**src/rtl/fifo_rd_stream.sv**
```systemverilog
// fifo_rd_stream: async FIFO read side to valid/ready stream via a 3-entry credit buffer.
// Define FIFO_RD_CNT_EN to add the 16-bit pop_cnt output.
module fifo_rd_stream #(
  parameter int DATESIZE = 8,
  parameter int BUFDEPTH = 3
) (
  input  logic                rclk,
  input  logic                r_rstn,
  input  logic                rempty,
  input  logic [DATESIZE-1:0] rdata,
  output logic                rinc,
  output logic                m_valid,
  input  logic                m_ready,
  output logic [DATESIZE-1:0] m_data
`ifdef FIFO_RD_CNT_EN
  ,
  output logic [15:0]         pop_cnt
`endif
);
  logic [DATESIZE-1:0] mem [BUFDEPTH];
  logic [1:0] head, tail, occ;
  logic inflight, xfer;
  // Credits count words already buffered plus the one whose rdata arrives next cycle
  assign rinc = r_rstn && !rempty && (3'(occ) + 3'(inflight) < 3'(BUFDEPTH));
  assign m_valid = occ != 2'd0;
  assign m_data = mem[head];
  assign xfer = m_valid && m_ready;
  always_ff @(posedge rclk or negedge r_rstn) begin
    if (!r_rstn) begin
      mem <= '{default: '0};
      head <= 2'd0;
      tail <= 2'd0;
      occ <= 2'd0;
      inflight <= 1'b0;
    end else begin
      inflight <= rinc;
      if (inflight) begin
        mem[tail] <= rdata;
        tail <= tail == 2'd2 ? 2'd0 : tail + 2'd1;
      end
      if (xfer) head <= head == 2'd2 ? 2'd0 : head + 2'd1;
      occ <= occ + 2'(inflight) - 2'(xfer);
    end
  end
`ifdef FIFO_RD_CNT_EN
  always_ff @(posedge rclk or negedge r_rstn) begin
    if (!r_rstn) pop_cnt <= 16'd0;
    else pop_cnt <= pop_cnt + 16'(rinc);
  end
`endif
endmodule

```
**config.mk**
```make
export PLATFORM = sky130hd
export DESIGN_NAME = fifo_rd_stream
export DESIGN_NICKNAME = d
export VERILOG_FILES = /design/src/rtl/fifo_rd_stream.sv
export SDC_FILE = /design/constraint.sdc
export NUM_CORES = 1
export LEC_CHECK = 0
export ABC_AREA = 0
export CORE_UTILIZATION = 45
export DETAILED_ROUTE_END_ITERATION = 7
export GPL_TIMING_DRIVEN = 0
export PLACE_DENSITY = 0.69
export SLEW_MARGIN = 20
export SYNTH_ARGS = -nofsm -noshare
export SYNTH_HDL_FRONTEND = slang
export SYNTH_SLANG_ARGS = --single-unit
export TNS_END_PERCENT = 30
```
**constraint.sdc**
```tcl
create_clock -name rclk -period 2.2 [get_ports rclk]
set_clock_uncertainty 0.15 [all_clocks]
set_input_delay 0.33 -clock rclk [delete_from_list [all_inputs] [get_ports rclk]]
set_output_delay 0.33 -clock rclk [all_outputs]
set_load 0.02 [all_outputs]
```
**Yosys cells after proc, flatten, opt, wreduce, memory -nomap -nowiden**

Index checks and enable logic that the tools add are counted.

- Memories: 0
- Register bits: 31
- Memory bits (read-only): 0
- Output and inout port bits: 10
- Bits in latches: 0
- Word-level logic and storage cells: 34
- Bits in writable memories: 0

- Multipliers: 0
- $lt $le $gt $ge: 4
- Bitwise gates (word level): 2
- Div/mod/pow operators: 0
- Add/subtract/negate cells: 5
- Reduce and logical (&&, ||, !) cells: 6
- Muxes and demuxes: 8
- Equal/unequal tests: 2
- Shift-type cells: 0

Operators by type and width:

| cell | count |
|---|---|
| $bwmux W24 | 1 |
| $mux W8 | 3 |
| $bmux W8 S2 | 1 |
| $demux W8 S2 | 1 |
| $ge A3 B3 Y1 const B | 2 |
| $not A2 Y3 | 2 |
| $add A2 B1 Y2 const B | 2 |
| $eq A2 B2 Y1 const B | 2 |
| $logic_and A1 B1 Y1 | 4 |
| $mux W2 | 2 |
| $add A2 B1 Y3 | 1 |
| $lt A3 B1 Y1 const B | 1 |
| $lt A3 B2 Y1 const B | 1 |
| $add A2 B1 Y2 | 1 |
| $reduce_bool A2 Y1 | 1 |
| $sub A2 B1 Y2 | 1 |
| $logic_not A1 Y1 | 1 |

**Depth between registers and ports, before layout**

- Word-level depth: 6
- Mapped depth: 7
- Mapped depth without buffers: 7

**Worst setup path after synthesis**

No wires, ideal clock.

- Kind: register -> output
- Start point: register inflight
- End point: output port rinc
- Path slack: -0.372 ns
- Required time: 1.720 ns
- Data arrival time: 2.092 ns
- Cell stages (with the launch flop): 4
- Path buffers: 0
- Cell sequence: dfrtp_1 ha_1 ha_1 a2111oi_0

- Word-level cells in the longest chain between the ends: 3

Ends and longest elaborated chain:

| what | RTL line | text |
|---|---|---|
| from (decl) | 22 | `logic inflight, xfer;` |
| from (signal assigned) | 36 | `inflight <= rinc;` |
| $add A2 B1 Y3 | 24 | `assign rinc = r_rstn && !rempty && (3'(occ) + 3'(inflight) < 3'(BUFDEPTH));` |
| $lt A3 B2 Y1 | 24 |  |
| $logic_and A1 B1 Y1 | 24 |  |
| to (decl) | 11 | `output logic rinc,` |

Every way passes these cells.

**Worst setup path in the final report**

- Start point: register occ[0]
- End point: output port rinc

- Word-level cells in the longest chain between the ends: 3

Ends and longest elaborated chain:

| what | RTL line | text |
|---|---|---|
| from (decl) | 21 | `logic [1:0] head, tail, occ;` |
| from (signal assigned) | 42 | `occ <= occ + 2'(inflight) - 2'(xfer);` |
| $add A2 B1 Y3 | 24 |  |
| $lt A3 B2 Y1 | 24 |  |
| $logic_and A1 B1 Y1 | 24 |  |

Every way passes these cells.

==> metrics.txt <==
DR vias 900; # nets final 146; Hold Path Class input pin to asynchronous set/reset pin; layout cells sized above 1 36.2%; WS Path Type register to output port; first-pass GRT wire length 4520 um; Slowest-stage cell, CP dfrtp_1; Final Hold Vio Count 0; H-tree depth 2; vias per std cell 5.59; Die X-Extent 57.9 um; CP arrival 1.71 ns; RSZ-0062 raised after global routing yes; clock slew at reported path FFs 0.10 ns; I/O Pins 22; Max Root-Sink Buffers 2; Pleak 0.791 nW; # DRC 2; Synth Warn # 0; clock sinks 31; CP endpoint kind output port; Peak VDD IR 680 uV; wire per inst 16.5 um; Max Transition Viols Final 0; Antenna Cells 0; Slew HR 65.5%; status finished with violations; dpl cells 150; MaxCap Viol Count 0; Die Y 57.9 um; CORE AREA 2850 sq um; Final HPWL DP 1680 um; DRT iter0 DRCs 15; 1st-pass router iterations 5; port bufs 21; die area 3350 sq um; Critical Path Source Type register; Layout Cells excl Fill 161; Worst-Skew Late Latency 0.34 ns; TritonCTS buffer count 5; antenna violations before repair 0; sequential share of the synthesized area 55.3%; GRT Total Usage 19.1%; CP peak stage delay 0.43 ns; pwr dens 1470 nW/um^2; Placer Congestion 0.695; Yosys cell types 18; Final min period 2.19 ns; crit share post-route 99.5%; TritonCTS clock tree done; Finish-stage setup viols 0; Data required, critical path 1.72 ns; Fin Setup TNS 0 ns; Initial Utilization 49.2%; CP Cell Sequence ha_2 -> ha_4 -> a2111oi_4 -> buf_4; largest net degree at the start of global routing 32; final WL 2660 um; Synth Instances 98; Mean Syn Cell Area 14.3 sq um; Area Overhead vs Synth 26.5%; failing checks design-rule violations; Antenna Nets Post-Route 0; Rows 19; root buffer cell clkbuf_4; Synth Cell Area 1400 sq um; Peak Freq 0.457 GHz; Worst Max-Slew Pin Slew 0.516 ns; #FFs+latches synth 31; CP max FO 3; vias in the first global route 983; syn_nets 114; remaining global-route overflow 0
-- metrics by stage --
step	hold slack (ns)	cell area (sq um)	setup slack [ns]	power, mW	util, %
2_1_floorplan	-0.116	1410	0.179	1.85	-
3_3_place_gp	0.337	1660	-1.26	2.25	58.2
3_5_place_dp	0.266	1650	-0.361	2.30	58.0
4_1_cts	0.346	1770	0.0135	2.61	61.9
5_1_grt	0.364	1780	-0.0493	2.79	62.2
6_report	0.337	1780	0.0118	2.61	62.2
-- sequential cells by signal, summed over array words and instances, names as in the netlist --
register and cells:
tail 2, inflight 1, occ 2, mem 24, head 2
-- cell type report --
class                      count  area (sq um)
fill                         245          1080
sequential                    31           776
multi-input combinational     59           631
timing repair buffer          25           238
clock buffer                   6          51.3
tap                           31          38.8
inverter                       5          18.8
buffer                         3          17.5
clock inverter                 1          5.00
-- worst paths after layout --
path / start / end / slack (ns) / depth (start not counted)
min reg2reg: mem[20]$_DFFE_PN0P_ / mem[20]$_DFFE_PN0P_ / 0.36 / 1
max reg2reg: occ[0]$_DFF_PN0_ / occ[1]$_DFF_PN0_ / 0.29 / 8
max in group asynchronous: r_rstn / mem[7]$_DFFE_PN0P_ / 1.38 / 3
max: occ[0]$_DFF_PN0_ / rinc / 0.01 / 4
min: r_rstn / occ[1]$_DFF_PN0_ / 0.34 / 3
min in group rclk: mem[20]$_DFFE_PN0P_ / mem[20]$_DFFE_PN0P_ / 0.36 / 1
-- power by group --
group | internal [mW] | switching [mW] | leakage, nW | total [mW]
logic | 0.651 | 0.584 | 0.389 | 1.24
clock network | 0.148 | 0.195 | 0.0341 | 0.343
registers | 0.857 | 0.175 | 0.368 | 1.03
total | 1.66 | 0.954 | 0.791 | 2.61
-- worst max-delay path, delay by kind of cell (launching register included) --
family / cells / cell delay (ns)
buffers and inverters: 1 / 0.20
flip-flops: 1 / 0.43
adder cells (fa/ha/maj): 2 / 0.43
AO/OA/AOI/OAI: 1 / 0.31
-- synthesized netlist by cell type, drive strengths merged --
library cell / instances / area share, %
dfrtp: 31 / 55
mux2: 26 / 21
mux2i: 8 / 5.7
o2bb2ai: 8 / 5.0
inv: 5 / 1.3
ha: 4 / 3.6
clkbuf: 2 / 0.53
nand3b: 2 / 1.3
nor2b: 2 / 0.89
o21ai: 2 / 0.71
xnor2: 2 / 1.2
a2111oi: 1 / 0.62
a21o: 1 / 0.53
buf: 1 / 0.36
nor2: 1 / 0.27
nor3b: 1 / 1.3
or2: 1 / 0.45
-- cells by family (layout without fill, tap and decap cells) --
family                   Yosys count  after routing  share of synthesized area [%]
buffers and inverters              8             40                           2.23
AND/OR/NAND/NOR                    7              7                           4.28
flip-flops                        31             31                           55.3
adder cells (fa/ha/maj)            4              4                           3.57
XOR/XNOR                           2              2                           1.25
AO/OA/AOI/OAI                     12             12                           6.86
multiplexers                      34             34                           26.6
-- placed cells by master (no fill, tap or decap), drive strengths merged, types with 2 or more instances in the layout --
cell type / synthesis / final
dfrtp: 31 / 31
mux2: 26 / 26
clkdlybuf4s50: 0 / 11
mux2i: 8 / 8
o2bb2ai: 8 / 8
dlygate4sd2: 0 / 8
clkbuf: 2 / 8
buf: 1 / 6
inv: 5 / 5
ha: 4 / 4
nor2b: 2 / 2
xnor2: 2 / 2
o21ai: 2 / 2
nand3b: 2 / 2
-- layer usage --
layer  GRT usage (%)  up-vias  part of all wire (%)
met1            22.6      457                    44
li1                -      420                     -
met2            30.5       17                    50
met3            5.13        6                   3.5
met5               0        -                     0
met4            12.9        0                   2.4
-- repair_timing --
action,in CTS,in global routing
hold endpoints to repair,31,0
cloned,0,0
resized for setup,19,3
pin swaps,1,0
endpoints found under the setup margin,9,2
hold buffers,2,0
buffers inserted,1,1
Power figures use the tool's default switching activity.
